==> config.mk <==
export PLATFORM = sky130hd
export DESIGN_NAME = led_pattern_ctrl
export DESIGN_NICKNAME = d
export VERILOG_FILES = /design/src/rtl/led_pattern_ctrl.sv
export SDC_FILE = /design/constraint.sdc
export NUM_CORES = 1
export LEC_CHECK = 0
export ABC_AREA = 1
export CAP_MARGIN = 30
export CORE_MARGIN = 5
export CORE_UTILIZATION = 40
export CTS_CLUSTER_DIAMETER = 80
export CTS_CLUSTER_SIZE = 8
export DETAILED_ROUTE_END_ITERATION = 8
export GPL_ROUTABILITY_DRIVEN = 0
export GPL_TIMING_DRIVEN = 0
export SYNTH_ARGS = -nofsm -noshare
export SYNTH_HDL_FRONTEND = slang
export SYNTH_SLANG_ARGS = --single-unit
==> constraint.sdc <==
create_clock -name clk -period 3.4 [get_ports clk]
set_clock_uncertainty 0.05 [all_clocks]
set_input_delay 0.68 -clock clk [delete_from_list [all_inputs] [get_ports clk]]
set_output_delay 0.68 -clock clk [all_outputs]
set_load 0.01 [all_outputs]
==> src/rtl/led_pattern_ctrl.sv <==
// Multi-channel LED driver: per-channel off/on/blink/PWM with
// run-time period and duty, plus a one-cycle wrap tick per channel.
module led_pattern_ctrl #(
  parameter int          NUM_CH         = 4,
  parameter int          CNT_W          = 27,
  parameter int unsigned DEFAULT_PERIOD = 50_000_000,
  parameter logic [1:0]  DEFAULT_MODE   = 2'b10
) (
  input  logic              clk,
  input  logic              reset,
  input  logic              en,
  input  logic              cfg_we,
  input  logic [3:0]        cfg_ch,
  input  logic [1:0]        cfg_mode,
  input  logic [CNT_W-1:0]  cfg_period,
  input  logic [CNT_W-1:0]  cfg_duty,
  output logic [NUM_CH-1:0] LED,
  output logic [NUM_CH-1:0] tick
);

  typedef enum logic [1:0] {
    M_OFF   = 2'b00,
    M_ON    = 2'b01,
    M_BLINK = 2'b10,
    M_PWM   = 2'b11
  } mode_t;

  localparam logic [CNT_W-1:0] RST_PERIOD = CNT_W'(DEFAULT_PERIOD);

  for (genvar i = 0; i < NUM_CH; i++) begin : g_ch
    mode_t            mode;
    logic [CNT_W-1:0] period;
    logic [CNT_W-1:0] duty;
    logic [CNT_W-1:0] count;
    logic             led_q;
    logic             tick_q;
    logic             hit;
    logic             wrap;

    // cfg_ch beyond NUM_CH never matches any channel, so it is ignored
    assign hit  = cfg_we && (cfg_ch == 4'(i));
    assign wrap = (count == period);

    always_ff @(posedge clk) begin
      if (reset) begin
        mode   <= mode_t'(DEFAULT_MODE);
        period <= RST_PERIOD;
        duty   <= '0;
        count  <= '0;
        led_q  <= 1'b0;
        tick_q <= 1'b0;
      end else if (hit) begin
        mode   <= mode_t'(cfg_mode);
        period <= cfg_period;
        duty   <= cfg_duty;
        count  <= '0;
        led_q  <= (cfg_mode == M_ON);
        tick_q <= 1'b0;
      end else if (en) begin
        unique case (mode)
          M_OFF: begin
            count  <= '0;
            led_q  <= 1'b0;
            tick_q <= 1'b0;
          end
          M_ON: begin
            count  <= '0;
            led_q  <= 1'b1;
            tick_q <= 1'b0;
          end
          M_BLINK: begin
            count  <= wrap ? '0 : count + 1'b1;
            led_q  <= wrap ? ~led_q : led_q;
            tick_q <= wrap;
          end
          M_PWM: begin
            count  <= wrap ? '0 : count + 1'b1;
            led_q  <= (count < duty);
            tick_q <= wrap;
          end
        endcase
      end else begin
        tick_q <= 1'b0;
      end
    end

    assign LED[i]  = led_q;
    assign tick[i] = tick_q;
  end

endmodule

==> results.txt, run 1 <==
The number of hold buffers added after CTS is 0. The post-cts sizing count is 0. The number of enable-type register cells in the synthesized netlist came out at 0. The average cell area after synthesis is between 6 and 7 um^2. The number of nets in the finished design came out at ~3100. The final number of setup-violating endpoints is 0. The routing usage on met2 is about two fifths. The post-synth design cell area is a little under 0.02 mm^2. STA classifies the critical path endpoint as a flip-flop. The clock period minus worst slack came out at 2620 ps. At the pin with the least slew margin, the transition time is between 900 and 1000 ps.

In this run the most critical hold path is launched from g_ch[3].duty[18]$_SDFFE_PP0P_. The number of ports placed on the die boundary is 72. The clock transition at the register clock pins on the worst setup and hold paths after CTS came out at around 50 ps. The total clock sinks came out at 340. The total of warnings raised by yosys came out at 0.

The starting utilization of the core area is around two fifths. Dividing total power by cell area gives a power density of between 400 and 500 mW/mm^2. The total detailed-routing wirelength is between 70 and 80 mm.

The horizontal extent of the die came out at ~230 um. In this run the most used layer during global routing was met2. The number of iterations in the first detailed-routing pass is 8. When the netlist entered floorplanning its net count stood at between 3000 and 4000. No sink is reached through more buffers than the 3 on the longest clock path.

The core region is around 0.048 mm^2. In this run the number of H-tree levels came out at 2. The met3 track demand over resource is around 5.2%. The post-synthesis to final-layout area growth is 14.3%. The initial antenna violation count came out at 13. The register bit total from synthesis is 340. The flow ran to the end, and the final reports show no timing, DRC or antenna violations. The TritonCTS buffer count is 48.

The largest driver fanout on the critical path came out at 10. In the final layout, the share of cells above drive strength 1 is under 10%. The number of instances in the synthesized netlist came out at 2857. The path class of the tightest hold or removal check is reg2reg.

Sorting the synthesized cells by area gives the leading types as dfxtp_1, nand2_1, a21oi_1. The number of distinct library cells after synthesis came out at 38. The half-perimeter wire length after placement is 53.1 mm. In the final routed layout, each cell accounts on average for about 20 um. The startpoint identified for the worst register-to-register timing path is g_ch[0].count[1]$_SDFFE_PP0P_. The post-route antenna net violation count came out at 0. The startpoint type of the worst setup path is an input pin.

The total count of hold-check failures in the final report was 0. The worst max-slew margin expressed relative to the limit is a little over a third. The clock insertion delay at the later pin of the skew report is just under 600 ps. The setup total negative slack is 0 ps. The via-per-instance ratio came out at between 5 and 6. The data required time of the critical path is 3860 ps. The aggregate global routing overflow is 0. The max-slew violation total from the final report is 0. Tracing the worst setup path back leads to its startpoint at en. Global routing used a little over a quarter of the available tracks. The highest attainable clock frequency is between 300 and 400 MHz. The first-pass GRT wire length is 107 mm. The fraction of synthesized cell area taken by the top area cell type came out at 35.4%. The peak supply drop came out at roughly 0.00033 V. The category of the most critical setup path is in2reg. The share of synthesized flip-flops with an asynchronous set or reset came out at 0%. Entering global routing, the biggest net connects 13 pins. The floorplan has 80 rows.

The post-layout total power came out at between 0.009 and 0.01 W. The max capacitance violation total came out at 0. In the finished design, the share of the clock period the worst path needs comes to approximately 77%. For this block, the initial DRC count from the detailed router was roughly 2200. Among all flip-flop cells after synthesis, the most frequent one is dfxtp_1. The number of buffers added for setup after CTS came out at 0. The count of buffers from port buffering came out at 70. The via count is ~20000. The filler cells instantiated in the layout total ~4900. The via count of the first global-routing pass came to roughly 18000. Global routing used 35.8% of the available met1 tracks. The residual DRC count came out at 0.

The data arrival time at the worst-slack endpoint is 3080 ps. TritonCTS built the clock tree. Setup repair after global routing left no endpoint under its margin. In this run the clock root is driven by a clkbuf_16.

The die outline area came out at 0.0525 mm^2. The library cell with the largest summed area after synthesis is dfxtp_1. Summing the sequential cell areas from Yosys gives ~35% of the chip area. The vertical die dimension came out at approximately 230 um. The cell leakage power is ~9 nW.
==> sequential cells by signal, indices dropped and copies added, names as in the netlist <==
name / flops
g_ch.count: 108
g_ch.duty: 108
g_ch.led_q: 4
g_ch.mode: 8
g_ch.period: 108
g_ch.tick_q: 4
==> cells by family (layout without fill, tap and decap cells) <==
kind of cell	count (synthesis)	after routing	share of synthesized area (%)
and+or+nand+nor	1318	1318	29.0
AOI/OAI and AO/OA	522	522	14.1
buffers and inverters	460	582	9.49
DFF	340	340	35.4
xor gates and xnor gates	109	109	4.97
adders and majority gates	108	108	7.03
other	0	5	0
==> synthesized netlist by cell type, types with 10 or more instances <==
master and n:
nand2_1 761, dfxtp_1 340, inv_1 312, a21oi_1 294
nor2_1 270, o21ai_0 189, nand3_1 130, ha_1 108
clkbuf_1 81, nand4_1 80, xnor2_1 80, nor3_1 29
xor2_1 29, buf_2 28, buf_1 13, buf_4 13
o211ai_1 12, o21a_1 11, clkbuf_2 10
==> critical path: stages <==
cell and delay, ps:
clkdlybuf4s50_1 590, buf_2 340, inv_2 320, clkbuf_1 760, o21ai_0 220, a21oi_1 150
==> metrics by stage <==
| step | instances | instance area [um^2] | util [%] | worst slack (ps) | hold WS (ps) |
|---|---|---|---|---|---|
| final | 3599 | 22000 | 46.1 | 780 | 408 |
| after global routing | 3594 | 22000 | 46.1 | 766 | 421 |
| after CTS | 3594 | 22000 | 46.1 | 837 | 413 |
| after detailed placement | 3542 | 20700 | 43.4 | 235 | 405 |
| after global placement | 3542 | 20700 | 43.4 | 284 | 395 |
| after floorplan | 2857 | 19200 | - | 1530 | 385 |
==> power by group <==
part | total [W] | switching, W | internal, W
sequential | 0.00410 | 0.0000444 | 0.00406
clock | 0.00436 | 0.00177 | 0.00259
combinational | 0.000778 | 0.000548 | 0.000230
total | 0.00924 | 0.00236 | 0.00688
==> per-layer routing <==
| metal | share of wire [%] | vias up |
|---|---|---|
| met5 | 0 | - |
| met4 | 3.8 | 0 |
| met3 | 9.9 | 155 |
| met2 | 44 | 911 |
| met1 | 43 | 9173 |
| li1 | - | 9442 |
==> final timing paths <==
check                                                      end  slack [ps]  cells after the start
worst min-delay path             g_ch[3].duty[18]$_SDFFE_PP0P_         410                      2
worst max-delay path             g_ch[1].count[0]$_SDFFE_PP0P_         780                      6
worst min register to register   g_ch[3].duty[18]$_SDFFE_PP0P_         410                      2
worst max register to register  g_ch[0].count[14]$_SDFFE_PP0P_        1220                     10
==> layout by cell type, fill, tap and decap left out, types with 49 or more instances in the layout <==
master,instances
clkbuf_1,81
a21oi_1,294
o21ai_0,189
xnor2_1,80
clkdlybuf4s50_1,70
inv_1,312
nand3_1,130
dfxtp_1,340
nor2_1,270
ha_1,108
nand2_1,761
clkbuf_16,49
nand4_1,80
==> area by class of cell <==
| cell class | count | area [um^2] | area share (%) |
|---|---|---|---|
| plain buffers | 145 | 641 | 2.92 |
| diodes | 5 | 12.5 | 0.0569 |
| clock inverters | 3 | 47.5 | 0.216 |
| multi-input cells | 2057 | 10600 | 48.2 |
| well taps | 615 | 769 | 3.50 |
| flip-flops and latches | 340 | 6810 | 31.0 |
| repair buffers | 70 | 701 | 3.19 |
| inverters | 315 | 1180 | 5.38 |
| clock buffers | 49 | 1230 | 5.58 |
(Power assumes the default switching activity.)
==> run 2, diff against run 1 <==
clock period = 2.4 ns   (was 3.4 ns; I/O delays follow)
==> results.txt, run 2 (same netlist as run 1, synthesis figures left out) <==
The vertical die dimension is ~230 um. The clock insertion delay at the later pin of the skew report came out at a little under 600 ps. The detailed router's first-iteration violation count is 2185. The post-synthesis to final-layout area growth came out at 14.4%. Of the cells placed in the final design, the portion with a size suffix greater than 1 is 5.14%. The library cells used most frequently in the layout, excluding fill and tap cells, are nand2_1, dfxtp_1, inv_1, a21oi_1, nor2_1. The kind of cell with the highest combined delay on the critical path is buffers and inverters. In this run the worst path has a maximum fanout of 10.

The post-route fraction of the period consumed by the critical path came out at 99.8%. The count of buffer and inverter cells on the critical path came out at 4. The total detailed-routing wirelength is around 70 mm. The first-pass GRT wire length came out at 107 mm.

The via count of the first global-routing pass is approximately 18000. The startpoint type of the worst setup path is an input pin. Measured along the x axis, the die boundary spans 229 um. The library cell used most frequently in the layout, excluding fill and tap cells, is nand2_1. The worst min-delay path category is in2reg. The half-perimeter wire length after placement came out at between 50 and 60 mm. The initialized floorplan defines 80 standard-cell rows. The total clock sinks is 340. Setup repair after global routing left no endpoint under its margin.

The clock period minus worst slack came out at 2400 ps. STA classifies the critical path endpoint as a flip-flop. The number of nets in the finished design is about 3100. The die outline area is roughly 0.053 mm^2.

The via count came out at 19600. At the worst endpoint, the arrival time is between 2000 and 3000 ps. The total power per unit cell area is 595 mW/mm^2. The slowest cell on the critical path is clkbuf_1. TritonCTS built the clock tree. The initial antenna violation count is 13.

The max capacitance violation total came out at 0. The residual DRC count came out at 0. The final core utilization came out at a little under half. The number of iterations in the first detailed-routing pass is 6. After global routing the overflow that remains totals 0. Total power for the finished layout comes to between 0.01 and 0.015 W. Global routing consumed, over all layers together, about a quarter of the routing resources. The routed length per placed instance came out at between 15 and 20 um.

The max-slew violation total from the final report came to 0. Summed over all cells, the static leakage comes to around 9 nW. The number of ports placed on the die boundary came out at 72. The worst max-slew margin expressed relative to the limit came out at between 30% and 40%. In this run, post-CTS hold repair placed 0 buffers. The minimum hold slack is around 300 ps. The core outline area came out at approximately 0.048 mm^2.

The number of buffers added for setup after CTS came out at 0. The count of buffers added on input and output ports is 70. The TritonCTS buffer count is 48. Clock-pin slew was measured on the worst setup and hold paths at roughly 50 ps.

The cell at the root of the clock tree is clkbuf_16. The peak supply drop came out at 0.000473 V. The maximum number of pins on one net before global-route repair is 13. The worst setup path is of the in2reg kind. The actual slew at the worst max-slew pin came out at about 960 ps. Traced cell by cell, the critical path runs through clkdlybuf4s50_1 -> buf_2 -> inv_2 -> clkbuf_1 -> nand2_1 -> a21oi_1. The number of H-tree levels is 2. In the final layout, the registers with the most flip-flops are g_ch.count (108), g_ch.duty (108), g_ch.period (108).

The number of buffers on the longest clock path is 3. The total count of hold-check failures in the final report came to 0. The via-per-instance ratio is between 5 and 6. The delay of the slowest cell on the worst path came out at about 750 ps. The post-cts sizing count came out at 0.

The data required time of the critical path is ~2800 ps. The starting utilization of the core area came out at between 40% and 50%. The run finished with clean final reports. The post-route antenna net violation count is 0. The final number of setup-violating endpoints came out at 0. Static timing analysis puts the maximum clock frequency at 417 MHz.
-- run 2: power by group --
group / total (W) / switching, W / internal, W
Clock: 0.00617 / 0.00251 / 0.00367
Sequential: 0.00581 / 0.0000625 / 0.00575
Combinational: 0.00110 / 0.000775 / 0.000326
-- run 2: area by class of cell --
class                   count  area (um^2)
diodes                      5         12.5
plain buffers             145          643
clock buffers              49         1230
clock inverters             3         47.5
fillers                  4941        25700
inverters                 315         1180
multi-input cells        2057        10600
flip-flops and latches    340         6810
well taps                 615          769
repair buffers             70          701
-- run 2: final timing paths --
| path | endpoint | start | slack, ps | depth (start not counted) |
|---|---|---|---|---|
| setup / recovery | g_ch[0].count[2]$_SDFFE_PP0P_ | en | 4 | 6 |
| hold / removal | g_ch[2].led_q$_SDFFE_PP0P_ | reset | 300 | 4 |
| setup reg to reg | g_ch[0].count[14]$_SDFFE_PP0P_ | g_ch[0].count[1]$_SDFFE_PP0P_ | 200 | 10 |
| hold reg to reg | g_ch[3].duty[18]$_SDFFE_PP0P_ | g_ch[3].duty[18]$_SDFFE_PP0P_ | 410 | 2 |
-- run 2: metrics by stage --
step                      std cells  setup slack, ps  TNS (ps)  instance area (um^2)
after floorplan                2857              670         0                 19200
after global placement         3542             -516    -47390                 20700
after detailed placement       3542             -565    -57190                 20700
after CTS                      3594             36.9         0                 22000
after global routing           3594             22.6         0                 22000
final                          3599             3.95         0                 22000
-- run 2: metal layers --
metal	track usage [%]	vias to the layer above	wire, um
met4	9.62	0	2720
met5	0	-	0
met2	41.2	894	31100
met1	35.8	9105	30300
met3	5.23	149	7320
li1	-	9443	-
-- run 2: worst register-to-register path: cells and delay by family, from the launching register on --
kind	cells	cell delay, ps
simple gates	6	860
flops	1	470
fa+ha+maj	1	290
compound gates	2	260
buf+inv	1	160
